==> src/rtl/simple_pipe_n.sv <==
// simple_pipe_n: half-split bitwise function carried through a STAGES-deep
// valid/ready pipeline with bubble collapsing, occupancy count and synchronous flush.
`timescale 1ns/1ps
module simple_pipe_n #(
  parameter int W      = 8,
  parameter int STAGES = 2,
  localparam int CW    = $clog2(STAGES + 1)
) (
  input  logic          clk,
  input  logic          rst_n,
  input  logic [W-1:0]  in_data,
  input  logic [1:0]    in_op,
  input  logic          in_valid,
  output logic          in_ready,
  output logic [W-1:0]  out_data,
  output logic          out_valid,
  input  logic          out_ready,
  input  logic          flush,
  output logic [CW-1:0] occupancy
);

  localparam int H = W / 2;

  function automatic logic [W-1:0] half_fn(input logic [W-1:0] x, input logic [1:0] op);
    logic [H-1:0] hi;
    logic [H-1:0] lo;
    logic [W-1:0] r;
    hi = x[W-1:H];
    lo = x[H-1:0];
    case (op)
      2'd0:    r = {hi ^ lo, hi & lo};
      2'd1:    r = {hi ^ lo, hi | lo};
      2'd2:    r = {hi & lo, hi ^ lo};
      default: r = x;
    endcase
    return r;
  endfunction

  logic [STAGES-1:0] v_r;
  logic [W-1:0]      d_r [STAGES];
  logic [CW-1:0]     occ_r;

  logic [STAGES:0]   rdy_s;
  logic [STAGES-1:0] vin_s;
  logic [W-1:0]      din_s [STAGES];
  logic              in_fire_s;
  logic              out_fire_s;
  logic              all_v_s;

  // Ready chain (stage k stalls only if it and every later stage is full
  // with the consumer stalled) plus each stage's upstream source.
  always_comb begin
    rdy_s         = '0;
    all_v_s       = 1'b1;
    rdy_s[STAGES] = out_ready;
    for (int k = STAGES - 1; k >= 0; k--) begin
      all_v_s  = all_v_s & v_r[k];
      rdy_s[k] = !all_v_s || out_ready;
    end
    vin_s[0] = in_valid;
    din_s[0] = half_fn(in_data, in_op);
    for (int k = 1; k < STAGES; k++) begin
      vin_s[k] = v_r[k-1];
      din_s[k] = d_r[k-1];
    end
  end

  assign in_ready   = rdy_s[0];
  assign in_fire_s  = in_valid && rdy_s[0];
  assign out_fire_s = v_r[STAGES-1] && out_ready;

  // Stage registers: reset clears everything, flush drops valids, otherwise ready-gated shift.
  always_ff @(posedge clk) begin
    if (!rst_n) begin
      v_r <= '0;
      for (int k = 0; k < STAGES; k++) begin
        d_r[k] <= '0;
      end
    end else if (flush) begin
      v_r <= '0;
    end else begin
      for (int k = 0; k < STAGES; k++) begin
        if (rdy_s[k]) begin
          v_r[k] <= vin_s[k];
          if (vin_s[k]) begin
            d_r[k] <= din_s[k];
          end
        end
      end
    end
  end

  // Occupancy tracks accepted minus delivered items; flush empties it.
  always_ff @(posedge clk) begin
    if (!rst_n) begin
      occ_r <= '0;
    end else if (flush) begin
      occ_r <= '0;
    end else begin
      case ({in_fire_s, out_fire_s})
        2'b10:   occ_r <= occ_r + CW'(1);
        2'b01:   occ_r <= occ_r - CW'(1);
        default: occ_r <= occ_r;
      endcase
    end
  end

  assign out_valid = v_r[STAGES-1];
  assign out_data  = d_r[STAGES-1];
  assign occupancy = occ_r;

endmodule
==> config.mk <==
export PLATFORM = sky130hd
export DESIGN_NAME = simple_pipe_n
export DESIGN_NICKNAME = d
export VERILOG_FILES = /design/src/rtl/simple_pipe_n.sv
export SDC_FILE = /design/constraint.sdc
export NUM_CORES = 1
export LEC_CHECK = 0
export BUFFER_PORTS_ARGS = -buffer_cell sky130_fd_sc_hd__buf_2
export CAP_MARGIN = 20
export CORE_MARGIN = 2
export CORE_UTILIZATION = 45
export CTS_BUF_LIST = sky130_fd_sc_hd__clkbuf_16
export CTS_CLUSTER_DIAMETER = 100
export CTS_CLUSTER_SIZE = 28
export DETAILED_ROUTE_END_ITERATION = 7
export GPL_TIMING_DRIVEN = 0
export HOLD_SLACK_MARGIN = 0.02
export PLACE_DENSITY_LB_ADDON = 0.15
export SLEW_MARGIN = 40
export SYNTH_ARGS = -nofsm -noshare
export SYNTH_HDL_FRONTEND = slang
export SYNTH_SLANG_ARGS = --single-unit
==> constraint.sdc <==
create_clock -name clk -period 2.7 [get_ports clk]
set_input_delay 0.135 -clock clk [delete_from_list [all_inputs] [get_ports clk]]
set_output_delay 0.135 -clock clk [all_outputs]
set_load 0.01 [all_outputs]
* Yosys cells after proc, flatten, opt, wreduce, memory -nomap -nowiden
Memories as Yosys holds them, arrays and structs flattened.
Cells that the tools add are included.
** Cells by class
- Add/sub/neg operators :: 2
- Eq/ne operators :: 4
- Multiplexer cells :: 15
- Bitwise logic cells :: 7
- Reduce and logical (&&, ||, !) cells :: 9
** Operators with widths (count)
- $pmux W8 S3 :: 1
- $mux W8 :: 2
- $mux W1 :: 11
- $and A4 B4 Y4 :: 1
- $eq A2 B1 Y1 const B :: 2
- $eq A2 B2 Y1 const B :: 2
- $or A4 B4 Y4 :: 1
- $pmux W2 S2 :: 1
- $xor A4 B4 Y4 :: 1
- $add A2 B1 Y2 const B :: 1
- $logic_and A1 B1 Y1 :: 2
- $logic_not A1 Y1 :: 2
- $logic_not A2 Y1 :: 1
- $logic_or A1 B1 Y1 :: 2
- $or A1 B1 Y1 :: 2
- $reduce_bool A2 Y1 :: 1
- $reduce_or A2 Y1 :: 1
- $sub A2 B1 Y2 const B :: 1
- $and A1 B1 Y1 :: 1
- $not A1 Y1 :: 1
** Word-level totals
- Bits in registers :: 4
- RAM bits :: 16
- Bits of input ports :: 15
- Output and inout port bits :: 12
- Logic and storage cells :: 41
- Memories :: 1
** Memory list
- d_r :: depth 2, width 8, read ports 2, clocked after Yosys merged registers in 0, wr ports 2, line 40 : logic [W-1:0] d_r [STAGES];

* Depth between registers and ports, before layout
- Depth after elaboration :: 8
- Mapped depth :: 6
- Gate-level depth less buffers :: 6

* Worst setup path before layout
Ideal clock, no wire load.
- Path kind :: reg-to-reg
- From :: register v_r[1]
- To :: memory d_r[0][0], enable pin
- Library setup time :: 384 ps
- Arrival time :: 1203 ps
- Required time :: 2316 ps
- Slack :: 1113 ps
- Stages on the path, launching flop included :: 4
- Buffers on the path :: 0
- Clock period less this slack :: 1587 ps
- Cells stage by stage :: dfxtp_1 nand3b_2 nand2_1 o21ai_0
** RTL lines
- start, declared :: line 39 : logic [STAGES-1:0] v_r;
- start signal, assigned by index :: line 84 : v_r[k] <= vin_s[k];
- end, declared :: line 40

* Worst setup path in the final report
- From :: register v_r[0]
- To :: register occ_r[1] (netlist: occupancy[1])
** Between the ends
- Cells in the longest elaborated chain, start to end :: 6
- Elaborated cells on any way between the ends :: 8
- Classes of those cells :: eq/ne: 2; mux: 1; bitwise: 1; reduce/logical: 4
** Ends and longest elaborated chain
- $and A1 B1 Y1 * :: line 57 : all_v_s = all_v_s & v_r[k];
- $logic_not A1 Y1 * :: line 58 : rdy_s[k] = !all_v_s || out_ready;
- $logic_or A1 B1 Y1 * :: line 58
- $logic_and A1 B1 Y1 * :: line 69 : assign in_fire_s = in_valid && rdy_s[0];
- $eq A2 B1 Y1 / $eq A2 B2 Y1 (equally long branches) :: line 100 : case ({in_fire_s, out_fire_s})
- $pmux W2 S2 / $reduce_bool A2 Y1 (equally long branches)
- end signal, assigned :: line 101 : 2'b10: occ_r <= occ_r + CW'(1);
- end signal, assigned :: line 102 : 2'b01: occ_r <= occ_r - CW'(1);
- end signal, assigned :: line 103 : default: occ_r <= occ_r;
- end, declared :: line 41 : logic [CW-1:0] occ_r;
Mark *: on every way between the ends. The rest lies on a longest branch, timed or not.
A chain may end at the register's enable or synchronous reset.

==> summary.txt <==
Avg WL per Cell - 10.3 µm
Status - complete, no violations
Mapped Nets - 128
Root buffer cell - clkbuf_16
Commonest non-fill, non-tap cell in the layout - buf_2
Dpl hpwl - 1390 µm
Worst IR Drop VDD - 0.361 mV
First-pass GRT wire length - 2970 µm
Total die area - 3050 µm²
Area delta synth->final - 23.1%
FMAX - 667 MHz
H-tree levels - 1
Yosys warning total - 0
Worst clock skew - 0.00219 ns
Drt initial violations - 12
Worst-path clk slew - 0.05 ns
Max cap viols - 0
Cell area after synthesis - 1180 µm²
Multi-input logic area - 504 µm²
Compound-gate portion of the synthesized area - 0.0910
Leakage power - 0.685 nW
Crit-path slowest cell - dfxtp_1
Vias in the first global route - 730
Final Cycle Share - 0.555
Drt total wl - 1700 µm
Commonest cells after routing, fill and taps aside - 27 x buf_2, 16 x edfxtp_1, 11 x inv_1, 11 x and2_1, 9 x ha_1
Routability Congestion - 0.740
Setup CP Type - reg -> reg
Gr ovfl total - 0
Fillers - 214
Post-synth cell types - 27
Die height - 55.3 µm
Fin cells - 164
Global-route usage over all layers - 0.119
Antenna violations before repair - 0
Sink Count - 20
Primary FF master, synth - edfxtp_1
Critical-path cell list - nand3b_2 > nand2_1 > ha_1 > or3_1 > a21oi_1
Yosys reg bits - 20
Post-Synth XOR/XNOR Area - 0.0148
Simple-gate portion of the synthesized area - 0.134
Power density cells - 587 nW/µm²
HP Class - in -> reg
Crit-path max cell delay - 0.41 ns
Gate Count Post-Synth - 104
Pin count of the biggest net entering global routing - 13
Placed cell count - 160
Sequential fraction of design power - 0.417
Max-slew violations - 0
Placeable Area - 2480 µm²
Internal Power - 696 µW
DRT Pass-1 Iters - 2
Proportion of layout cells with a drive suffix above 1 - 0.351
Fraction of registers with async set/reset - 0
Post-synth EDFFs - 16
Post-route cell area - 1460 µm²
Vias/cell - 4.87
Setup TNS - 0 ns
Multiplexer share of the synthesized area - 0.0910
Std-Cell Rows - 18
Final core utilization - 0.587
Final #Nets - 159
Startpoint class of the critical path - flip-flop
Placed Area - 1350 µm²
CTS tree - yes
Avg Cell Area, Syn - 11.4 µm²
Largest family of logic cells by synthesized area - simple AND/OR/NAND/NOR gates
Die Wd - 55.3 µm
Final Setup Violations - 0
Post-Synth Adder-Cell Area - 0.0952
Max Root-Sink Buffers - 2
CTS buffer count - 3
Final Critical Period - 1.50 ns
Combinational group share of total power - 0.118
Storage element area - 561 µm²
Worst-Margin Slew - 0.676 ns
Register area share after synthesis - 0.474
Ant diodes - 0
CP max FO - 5
I/O Buffers - 26
Worst skew pair latency - 0.25 ns
I/O pin cnt - 27
Routed via count - 799
Element type at the critical path end - flip-flop
Worst Path Arrival - 1.68 ns
Detail Route Antenna Nets - 0
Setup Buffers After CTS - 0
Crit path required time - 2.88 ns
Initial core utilization - 0.477
Clock power share - 0.465
RSZ-0062 raised after global routing - false
PostCTS Resize Cnt - 0
# hold bufs at CTS - 0
Switch share - 0.186
Max transition margin - 0.547
Final Hold Fails - 0
Drt drc - 0
Psw - 159 µW
## per-stage QoR
step                      setup WS [ns]  hold slack [ns]  total power [mW]
final                              1.20            0.154             0.855
after global routing               1.06            0.194             0.887
after CTS                          1.19            0.159             0.863
after detailed placement           1.20            0.421             0.465
after global placement            0.944            0.406             0.460
after floorplan                    1.11            0.264             0.429
## logic make-up after synthesis
logic type,Yosys count
compound gates,15
mux,8
fa+ha+maj,9
simple gates,29
flops,20
buf+inv,21
xor+xnor,2
## synth_stat cells (3+ instances only)
cell,count,area share
mux2i_1,4,0.034
dfxtp_1,4,0.068
edfxtp_1,16,0.41
and2_1,11,0.058
buf_4,8,0.051
o21ai_0,3,0.013
ha_1,9,0.095
nor2_1,8,0.025
inv_1,11,0.035
nand2_1,3,0.0095
a211oi_1,4,0.025
## state kept, by name, summed over array words and instances (netlist names)
| signal | flops |
|---|---|
| d_r | 16 |
| occupancy | 2 |
| v_r | 2 |
## path summary, 6_finish.rpt
| kind | cells past startpoint | from | end | slack (ns) |
|---|---|---|---|---|
| min reg2reg | 2 | occupancy[1] | occupancy[1] | 0.48 |
| max | 5 | v_r[0] | occupancy[1] | 1.20 |
| min | 3 | in_valid | v_r[0] | 0.15 |
| max reg2reg | 5 | v_r[0] | occupancy[1] | 1.20 |
## power by group through the flow
stage               registers [mW]  logic, mW  clock network, mW
global placement             0.362     0.0983                  0
detailed placement           0.363      0.101                  0
finish                       0.357      0.101              0.397
CTS                          0.357      0.102              0.404
floorplan                    0.362     0.0672                  0
global route                 0.358      0.113              0.416
## worst max-delay path, delay by kind of cell (launching register included)
kind | cells | cell delay, ns
compound gates | 1 | 0.14
fa+ha+maj | 1 | 0.26
flops | 1 | 0.41
simple gates | 3 | 0.61
## area by class of cell
type                    count  area share
plain buffers              10      0.0525
clock buffers               3      0.0516
clock inverters             1      0.0206
inverters                  11      0.0284
multi-input cells          63       0.347
flip-flops and latches     20       0.385
well taps                  30      0.0258
repair buffers             26      0.0894
## layer usage
| layer | share of wire | up-vias | GRT usage |
|---|---|---|---|
| met2 | 0.53 | 20 | 0.224 |
| li1 | - | 410 | - |
| met5 | 0 | - | 0 |
| met1 | 0.41 | 365 | 0.128 |
| met4 | 0.021 | 0 | 0.0627 |
| met3 | 0.039 | 4 | 0.0141 |
No activity file was read; power rests on OpenSTA's default activity.
